<file path="src/rtl/wash_pkg.sv">
// Shared definitions for the wash controller blocks: phase state encoding,
// divider tick period and the default tick watchdog limit.
package wash_pkg;

    localparam int DIV_TICK_PERIOD = 100_000_001;
    localparam int WDOG_CYCLES_DEF = 100_000_010;

    typedef logic [1:0] state_t;

    localparam state_t ST_IDLE  = 2'd0;
    localparam state_t ST_RUN   = 2'd1;
    localparam state_t ST_PAUSE = 2'd2;
    localparam state_t ST_FAULT = 2'd3;

    // A phase is in progress while counting or frozen; FAULT is not busy.
    function automatic logic state_busy(input state_t s);
        return (s == ST_RUN) || (s == ST_PAUSE);
    endfunction

endpackage

</file>
<file path="src/rtl/phase_timer_tick_watchdog.sv">
// Counts clk cycles since the last divider tick while enabled and flags the
// cycle in which the limit is reached without a tick arriving.
module tick_watchdog
    import wash_pkg::*;
#(
    parameter int WDOG_CYCLES = WDOG_CYCLES_DEF,
    parameter int WDOG_W      = 28
) (
    input  logic clk,
    input  logic rst,
    input  logic en,
    input  logic clr,
    input  logic tick,
    output logic expired
);

    localparam logic [WDOG_W-1:0] LAST = WDOG_W'(WDOG_CYCLES - 1);

    logic [WDOG_W-1:0] cnt;

    // Disabled means held at zero, so re-entering RUN always starts fresh.
    always_ff @(posedge clk) begin
        if (rst || clr || !en || tick) begin
            cnt <= '0;
        end else begin
            cnt <= cnt + WDOG_W'(1);
        end
    end

    assign expired = en && !tick && (cnt == LAST);

endmodule

</file>
<file path="src/rtl/phase_timer.sv">
// Times one wash phase in divider ticks: load, count down, pause/resume,
// completion pulse, and a watchdog fault when the tick stream stops.
module phase_timer
    import wash_pkg::*;
#(
    parameter int CNT_W       = 8,
    parameter int WDOG_CYCLES = WDOG_CYCLES_DEF,
    parameter int WDOG_W      = 28
) (
    input  logic             clk,
    input  logic             rst,
    input  logic             tick,
    input  logic             start,
    input  logic [CNT_W-1:0] dur,
    input  logic             pause,
    input  logic             abort,
    output logic [CNT_W-1:0] remaining,
    output logic             busy,
    output logic             paused,
    output logic             done,
    output logic             tick_err
);

    localparam logic [CNT_W-1:0] ONE = CNT_W'(1);

    state_t state;
    state_t state_nxt;
    logic   wd_expired;
    logic   wd_en;
    logic   wd_clr;
    logic   last_tick;
    logic   leave_run;

    assign last_tick = (state == ST_RUN) && tick && (remaining == ONE);

    // Leaving RUN is derived from inputs only, never from the watchdog itself.
    assign leave_run = (state == ST_RUN) && (last_tick || pause);
    assign wd_en     = (state == ST_RUN);
    assign wd_clr    = abort || (start && (state != ST_RUN)) || leave_run;

    tick_watchdog #(
        .WDOG_CYCLES(WDOG_CYCLES),
        .WDOG_W     (WDOG_W)
    ) u_wdog (
        .clk    (clk),
        .rst    (rst),
        .en     (wd_en),
        .clr    (wd_clr),
        .tick   (tick),
        .expired(wd_expired)
    );

    always_ff @(posedge clk) begin
        if (rst) begin
            state <= ST_IDLE;
        end else begin
            state <= state_nxt;
        end
    end

    always_comb begin
        state_nxt = state;
        if (abort) begin
            state_nxt = ST_IDLE;
        end else begin
            case (state)
                ST_IDLE: begin
                    if (start && (dur != '0)) state_nxt = ST_RUN;
                end
                ST_RUN: begin
                    if (last_tick) state_nxt = ST_IDLE;
                    else if (wd_expired) state_nxt = ST_FAULT;
                    else if (pause) state_nxt = ST_PAUSE;
                end
                ST_PAUSE: begin
                    if (start) state_nxt = ST_RUN;
                end
                default: state_nxt = ST_FAULT;
            endcase
        end
    end

    // Status flags decode the state register directly, so they carry no input path.
    always_comb begin
        busy     = state_busy(state);
        paused   = (state == ST_PAUSE);
        tick_err = (state == ST_FAULT);
    end

    always_ff @(posedge clk) begin
        if (rst) begin
            remaining <= '0;
            done      <= 1'b0;
        end else begin
            done <= 1'b0;
            if (abort) begin
                remaining <= '0;
            end else begin
                case (state)
                    ST_IDLE: begin
                        if (start) begin
                            if (dur != '0) remaining <= dur;
                            else done <= 1'b1;
                        end
                    end
                    ST_RUN: begin
                        if (tick && (remaining != '0)) begin
                            remaining <= remaining - ONE;
                            if (remaining == ONE) done <= 1'b1;
                        end
                    end
                    default: ;
                endcase
            end
        end
    end

endmodule

</file>
<file path="config.mk">
export PLATFORM = sky130hd
export DESIGN_NAME = phase_timer
export DESIGN_NICKNAME = d
export VERILOG_FILES = /design/src/rtl/wash_pkg.sv /design/src/rtl/phase_timer_tick_watchdog.sv /design/src/rtl/phase_timer.sv
export SDC_FILE = /design/constraint.sdc
export NUM_CORES = 1
export LEC_CHECK = 0
export ABC_AREA = 1
export CELL_PAD_IN_SITES_DETAIL_PLACEMENT = 2
export CELL_PAD_IN_SITES_GLOBAL_PLACEMENT = 2
export CORE_ASPECT_RATIO = 1.25
export CORE_UTILIZATION = 30
export CTS_CLUSTER_SIZE = 28
export DETAILED_ROUTE_END_ITERATION = 10
export HOLD_SLACK_MARGIN = 0.06
export PLACE_DENSITY = 0.75
export SLEW_MARGIN = 25
export SYNTH_ARGS = -nofsm -noshare
export SYNTH_HDL_FRONTEND = slang
export SYNTH_SLANG_ARGS = --single-unit
</file>
<file path="constraint.sdc">
create_clock -name clk -period 2 [get_ports clk]
set_input_delay 0.4 -clock clk [delete_from_list [all_inputs] [get_ports clk]]
set_output_delay 0.4 -clock clk [all_outputs]
set_load 0.05 [all_outputs]
</file>
======== Word-level counts from Yosys, hierarchy flattened ========
Cells that the tools add are included.
word-level totals
  flip-flop bits (word level) ............. 39
  bits in latches ......................... 0
  memory bits (writable) .................. 0
  bits in read-only memories .............. 0
  input bits .............................. 14
  output and inout port bits .............. 12
  logic and storage cells ................. 57
  memories ................................ 0
cells by class
  add/subtract/negate cells ............... 2
  multiply operators ...................... 0
  divide/modulo/power cells ............... 0
  order comparisons ....................... 0
  equality and inequality tests ........... 12
  shifts and indexed selects .............. 0
  multiplexer cells ....................... 15
  bitwise gates (word level) .............. 0
  reduce and logical (&&, ||, !) cells .... 24
operators by type and width
  operator                 count
  $add A28 B1 Y28 const B  1
  $eq A28 B27 Y1 const B   1
  $mux W8                  3
  $pmux W8 S2              1
  $reduce_bool A8 Y1       2
  $mux W2                  5
  $ne A2 B2 Y1 const B     5
  $eq A8 B1 Y1 const B     1
  $logic_and A1 B1 Y1      8
  $sub A8 B1 Y8 const B    1
  $logic_or A1 B1 Y1       7
  $pmux W2 S3              1
  $eq A2 B2 Y1 const B     2
  $mux W1                  4
  $ne A4 B4 Y1 const B     1
  $reduce_and A4 Y1        1
  $reduce_and A3 Y1        1
  $eq A2 B1 Y1 const B     1
  $logic_not A1 Y1         2
  $logic_not A2 Y1         1
  $ne A2 B1 Y1 const B     1
  $pmux W1 S2              1
  $reduce_bool A2 Y1       1
  $reduce_or A2 Y1         1

======== Logic depth before layout (Yosys ltp) ========
Gate-level depths: netlist (run 1).
  depth after elaboration ................. 9
  mapped depth ............................ 13

======== Cells and area by module ========
Synthesis (run 1) repeated with hierarchy kept, for this count alone.
unflattened totals
  cells, all modules ...................... 379
  area total of the unflattened synthesis .. 2374.8 µm²
by module, submodules not included
  module         times used  cells an instance  area an instance (µm²)  sequential area each (µm²)
  tick_watchdog  1           233                1505.2                  560.5
  phase_timer    1           146                869.6                   220.2

======== Worst setup path before layout (run 1) ========
Ideal clock, no wire load.
  path kind ............................... reg-to-reg
  start point ............................. register remaining[0]
  end point ............................... register remaining[1]
  arrival ................................. 1659 ps
  slack ................................... 225 ps
  cell stages (with the launch flop) ...... 9
  path buffers ............................ 0
  period minus slack after synthesis ...... 1775 ps
  cells stage by stage .................... dfxtp_1 > inv_1 > ha_1 > nand3_1 > nor2_2 > nor2_1 > nand2_1 > o21ai_0 > nor2_1
between the ends
  longest elaborated chain between the ends .. 4
  elaborated cells on any way between the ends .. 7
  those cells by class .................... add/sub (1); eq/ne (1); mux (2); reduce/logical (3)
ends and longest elaborated chain
  what                                                   RTL line            source
  start: declaration                                     phase_timer.sv:17   output logic [CNT_W-1:0] remaining,
  start signal: assignment                               phase_timer.sv:102  if (dur != '0) remaining <= dur;
  start signal: assignment                               phase_timer.sv:108  remaining <= remaining - ONE;
  branches (longest 4 deep; another with $sub A8 B1 Y8)  n/a
Parallel ways; which one is timed is not known. The select of a mux whose other input is x is not followed.
A chain may end at the register's enable or synchronous reset.

======== Final worst setup path (run 1) ========
  start point ............................. register remaining[5]
  end point ............................... output remaining[5]
No word-level cell between the ends.

==> summary.txt, run 1 <==
Outcome
  – Run status: finished, final reports clean

Global route
  – Total track usage: 21.2%
  – Initial antenna violation count: 0
  – Vias in the first global route: 2,818
  – First-pass GRT wire length: 14,000 um
  – GR Overflow Total: 0
  – Largest net degree at the start of global routing: 13

Placed design
  – DP HPWL: 6950 um
  – Post-placement setup slack: 0.0319 ns
  – Placed cell area: 2900 um2
  – GP Congestion: 0.736
  – Input/output buffers: 25

STA
  – Max Transition Viols Final: 0
  – Final setup viols: 0
  – Min Clock Period, post-route: 1.92 ns
  – Fmax: 0.522 GHz
  – Clock skew: 0.00298 ns
  – Setup WS post-layout: 0.0843 ns
  – Final hold vios: 0
  – Relative slew slack: 66.2%
  – Setup TNS: 0 ns
  – Setup repair after global routing missed its margin: no
  – Slew @ Worst Pin: 0.507 ns
  – Tcrit/Tclk final: 95.8%

Critical path
  – Worst EP arrival: 1.52 ns
  – Worst Setup End Kind: output port
  – Buf+Inv Stages, Crit Path: 1
  – CP Cell Sequence: clkdlybuf4s50_1
  – CP max-delay cell: clkdlybuf4s50_1
  – Crit path max fanout: 4
  – CP max stage delay: 0.83 ns
  – CP startpoint kind: flop
  – Cell class contributing the biggest share of worst-path delay: buffers and inverters
  – Req. time, crit path: 1.60 ns
  – CP Class: flop to output port

Clock network
  – # hold bufs at CTS: 0
  – Skew-Pair Late Insertion Delay: 0.30 ns
  – CTS tree: yes
  – CTS buffer count: 5
  – Clock transition at path regs: 0.08 ns
  – # clock sinks: 39
  – H-Tree Level Count: 2
  – CTS root buffer: clkbuf_8
  – Max Buffers Root-to-Sink: 2

Layout
  – Leading cell type in the layout, fill and taps excluded: nand2_1
  – Area of the multi-input gates: 1450 um2
  – # diodes: 0
  – Layout Utilization: 38.7%
  – Area delta synth->final: 23.4%
  – Nets@finish: 454
  – # fillers: 973
  – Register Area: 781 um2
  – Fraction of layout instances using a drive strength above 1: 10.6%
  – Design Area, Final: 3050 um2
  – Commonest non-fill, non-tap cells in the layout: nand2_1 (111), inv_1 (56), nor2_1 (56)

Route
  – Via count: 2,603
  – Post-route ant nets: 0
  – Final Routed Wirelength: 8450 um
  – Via density: 4.93
  – Initial detailed-routing violation count: 75
  – Routed wire length per instance: 16.0 um
  – First-pass DRT Iterations: 4
  – # DRC: 0

Synth
  – EDFF count, synth: 0
  – Synth cell types: 35
  – Main flop type after synthesis: dfxtp_1
  – Cells taking the most area after synthesis: dfxtp_1 (32%), nand2_1 (17%), inv_1 (8.5%)
  – Async SR Flop Fraction: 0%
  – Synth Register Bits: 39
  – Warnings, synthesis: 0
  – Cells after Synth: 392
  – Syn_area_per_cell: 6.30 um2
  – Syn nets: 414
  – Post-Syn Area: 2470 um2
  – Area leader, netlist: dfxtp_1
  – Register area share after synthesis: 31.6%
  – Post-synth top area share: 31.6%

Power
  – Peak supply drop: 0.000380 V
  – Power density over the cells: 630 nW/um2
  – LEAKAGE: 1.23 nW
  – Pwr Total: 1.92 mW

Run
  – Max-cap violations: 0

Die
  – Die X: 83.1 um
  – Die Ht: 103 um
  – Core area: 7880 um2
  – Ports: 26
  – Initial Util: 31.3%
  – Die ar.: 8600 um2
  – Rows: 36

Hold path
  – HP Class: flop to flop
## path summary, 6_finish.rpt
path	cells past startpoint	from	slack [ns]	endpoint
worst max-delay path	1	remaining[5]$_SDFFE_PP0P_	0.08	remaining[5]
worst min-delay path	2	u_wdog.cnt[26]$_SDFF_PP0_	0.47	u_wdog.cnt[26]$_SDFF_PP0_
worst max register to register	9	state[1]$_SDFFE_PP0P_	0.23	remaining[1]$_SDFFE_PP0P_
worst min register to register	2	u_wdog.cnt[26]$_SDFF_PP0_	0.47	u_wdog.cnt[26]$_SDFF_PP0_
## state kept, by name, summed over array words and instances, names as in the netlist
| register | flops |
|---|---|
| u_wdog.cnt | 28 |
| state | 2 |
| remaining | 8 |
| done | 1 |
## per-layer routing
metal	wire (um)	up-vias	track usage, %
met5	0	-	0
met4	108	0	5.70
met3	219	8	3.49
met2	4860	33	44.6
met1	3260	1256	21.6
li1	-	1306	-
## area by class of cell
| cell class | count | share of cell area [%] |
|---|---|---|
| Tap cell | 95 | 3.90 |
| Multi-Input combinational cell | 291 | 47.6 |
| Sequential cell | 39 | 25.6 |
| Clock buffer | 6 | 2.71 |
| Clock inverter | 2 | 1.15 |
| Timing Repair Buffer | 37 | 11.9 |
| Inverter | 58 | 7.15 |
## synthesized netlist by cell type (2+ instances only)
cell type and instances:
o21ai_1 2, nand3_1 25, nor2_2 8, nand2_1 111, o21a_1 2, o21ai_0 12
nor2_4 2, nor3b_2 2, inv_1 56, xor2_1 3, inv_2 2, nor3_1 18
nor2_1 56, a21oi_1 22, ha_1 8, dfxtp_1 39, nand2_2 2, buf_2 2
nand4_1 4
## what timing repair did
action                                  CTS  global route
endpoints found under the setup margin    1             6
resized for setup                         1             3
pin swaps                                 0             1
setup buffers                             0             1
## cells by family (layout without fill, tap and decap cells)
| kind of cell | count (synthesis) | after routing | share of synthesized area, % |
|---|---|---|---|
| compound gates | 42 | 42 | 9.38 |
| xor+xnor | 3 | 3 | 1.06 |
| fa+ha+maj | 8 | 8 | 4.05 |
| buf+inv | 62 | 103 | 9.83 |
| flops | 39 | 39 | 31.6 |
| simple gates | 238 | 238 | 44.0 |
## through the flow
step,hold WS (ns),std cells
after floorplan,0.439,392
after global placement,0.448,519
after detailed placement,0.465,519
after CTS,0.476,527
after global routing,0.496,528
final,0.471,528
## tightest hold or removal path, delay by kind of cell (launching register included)
| kind | cells | cell delay [ns] |
|---|---|---|
| compound gates | 1 | 0.05 |
| flops | 1 | 0.32 |
| simple gates | 1 | 0.06 |
## power breakdown
part	switching [mW]	internal (mW)
combinational	0.246	0.151
clock	0.310	0.404
sequential	0.0165	0.791
total	0.572	1.35
No activity file was read; power rests on OpenSTA's default activity.
==> inputs of run 2 (changes only) <==
RECOVER_POWER = 100   (was default)
==> run 2 against run 1 <==
- power fell by 0.91%
- hold slack improved by 0.0031 ns
- first-iteration DRC count decreased by 4.0%
- clock power is essentially flat
- largest cell class unchanged
- non-clock buffer count did not move
- clock-buffer cell count unchanged
- combinational power shrank 4%
- fmax is essentially flat
- critical endpoint unchanged
- die area stayed put
- sequential power hardly changed
==> summary.txt, run 2 (synthesis results as in run 1) <==
Outcome
  – Run status: finished, final reports clean

Layout
  – Area of the multi-input gates: 1440 um2
  – # fillers: 985
  – Top Registers: u_wdog.cnt (28), remaining (8), state (2)
  – # diodes: 0
  – Layout Utilization: 37.9%
  – Commonest non-fill, non-tap cells in the layout: nand2_1 (111), nor2_1 (58), inv_1 (57)
  – Leading cell type in the layout, fill and taps excluded: nand2_1
  – Fraction of layout instances using a drive strength above 1: 8.78%
  – Max FFs per register: 28
  – Design Area, Final: 2980 um2
  – Register Area: 781 um2
  – Nets@finish: 454
  – Non-Filler Instances: 528
  – Most flops, register: u_wdog.cnt
  – Area delta synth->final: 20.9%

Route
  – Initial detailed-routing violation count: 72
  – Via density: 4.94
  – Routed wire length per instance: 16.0 um
  – # DRC: 0
  – First-pass DRT Iterations: 4
  – Final Routed Wirelength: 8470 um
  – Post-route ant nets: 0
  – Via count: 2,608

Clock network
  – Skew-Pair Late Insertion Delay: 0.30 ns
  – Clock transition at path regs: 0.08 ns
  – CTS root buffer: clkbuf_8
  – Max Buffers Root-to-Sink: 2
  – # clock sinks: 39
  – CTS tree: yes
  – H-Tree Level Count: 2
  – CTS buffer count: 5

Global route
  – Initial antenna violation count: 0
  – First-pass GRT wire length: 14,000 um
  – Vias in the first global route: 2,818
  – GR Overflow Total: 0
  – Largest net degree at the start of global routing: 13
  – Total track usage: 21.2%

Placed design
  – Placed cell area: 2900 um2
  – GP Congestion: 0.736
  – DP HPWL: 6950 um
  – Post-placement setup slack: 0.0319 ns
  – Placed insts: 519
  – Input/output buffers: 25

STA
  – Slew @ Worst Pin: 0.605 ns
  – Setup repair after global routing missed its margin: no
  – Fmax: 0.522 GHz
  – Setup TNS: 0 ns
  – Relative slew slack: 59.8%
  – Tcrit/Tclk final: 95.8%
  – Final setup viols: 0
  – Max Transition Viols Final: 0
  – Final hold vios: 0
  – Clock skew: 0.00282 ns
  – Min Clock Period, post-route: 1.92 ns
  – Setup WS post-layout: 0.0843 ns

Power
  – Flop pwr share: 42.5%
  – Combinational power share: 20.0%
  – Clk pwr share: 37.5%
  – Internal cell power: 1.33 mW
  – Power density over the cells: 637 nW/um2
  – LEAKAGE: 1.18 nW
  – Sw Ratio: 30.0%
  – Peak supply drop: 0.000365 V
  – Net switching power: 0.570 mW

Critical path
  – CP max-delay cell: clkdlybuf4s50_1
  – Buf+Inv Stages, Crit Path: 1
  – Cell class contributing the biggest share of worst-path delay: buffers and inverters
  – Worst flop-to-flop path endpoint: u_wdog.cnt[20]$_SDFF_PP0_
  – R2R depth: 9
  – Req. time, crit path: 1.60 ns
  – Reg2reg setup slack: 0.20 ns
  – CP Class: flop to output port
  – CP Cell Sequence: clkdlybuf4s50_1
  – CP startpoint kind: flop
  – CP max stage delay: 0.83 ns
  – Worst Setup End Kind: output port
  – Worst EP arrival: 1.52 ns
  – FF-to-FF Start: u_wdog.cnt[1]$_SDFF_PP0_
  – Crit path max fanout: 4

Die
  – Initial Util: 31.3%
  – Rows: 36
  – Die X: 83.1 um
  – Die Ht: 103 um
  – Die ar.: 8600 um2
  – Core area: 7880 um2
  – Ports: 26

Hold path
  – Hold_sp: u_wdog.cnt[26]$_SDFF_PP0_
  – WHS Path Cells: 2
  – HP Class: flop to flop
  – Hold endpoint: u_wdog.cnt[26]$_SDFF_PP0_

Run
  – Max-cap violations: 0
[run 2: area by class of cell]
cell class / count / area share [%]
multi-input cells: 291 / 48.3
flip-flops and latches: 39 / 26.2
repair buffers: 37 / 10.4
inverters: 58 / 7.30
well taps: 95 / 3.98
clock buffers: 6 / 2.77
clock inverters: 2 / 1.17
[run 2: power by group through the flow]
| stage | sequential (mW) | combinational (mW) | clock, mW |
|---|---|---|---|
| 6_report | 0.807 | 0.380 | 0.714 |
| 5_1_grt | 0.812 | 0.421 | 0.768 |
| 4_1_cts | 0.808 | 0.386 | 0.741 |
| 3_5_place_dp | 0.826 | 0.383 | 0 |
| 3_3_place_gp | 0.825 | 0.377 | 0 |
| 2_1_floorplan | 0.862 | 0.204 | 0 |
[run 2: how the worst max path moves through the flow]
stage	to	cells past startpoint	slack, ns	startpoint
floorplan	remaining[1]$_SDFFE_PP0P_	8	0.23	remaining[0]$_SDFFE_PP0P_
global placement	remaining[7]$_SDFFE_PP0P_	6	0.09	tick
detailed placement	remaining[6]$_SDFFE_PP0P_	6	0.03	tick
CTS	remaining[0]	1	0.03	remaining[0]$_SDFFE_PP0P_
global route	remaining[5]	1	0.01	remaining[5]$_SDFFE_PP0P_
finish	remaining[5]	1	0.08	remaining[5]$_SDFFE_PP0P_
[run 2: timing repair]
action,in CTS,in global routing
resized for setup,1,3
hold buffers,0,0
endpoints found under the setup margin,1,6
pin swaps,0,1
setup buffers,0,1
[run 2: per-layer routing]
layer | GRT usage (%) | share of wire, % | vias to the layer above
li1 | - | - | 1306
met1 | 21.6 | 39 | 1267
met2 | 44.6 | 57 | 27
met3 | 3.49 | 2.1 | 8
met4 | 5.70 | 1.3 | 0
met5 | 0 | 0 | -
[run 2: tightest hold or removal path, stage by stage (launching register included)]
cell	delay, ns
dfxtp_1	0.32
nand2_1	0.06
a21oi_1	0.05
[run 2: through the flow]
step	power, mW	hold WS [ns]
final	1.90	0.474
after floorplan	1.07	0.439
after CTS	1.94	0.476
after detailed placement	1.21	0.465
after global routing	2.00	0.500
after global placement	1.20	0.448
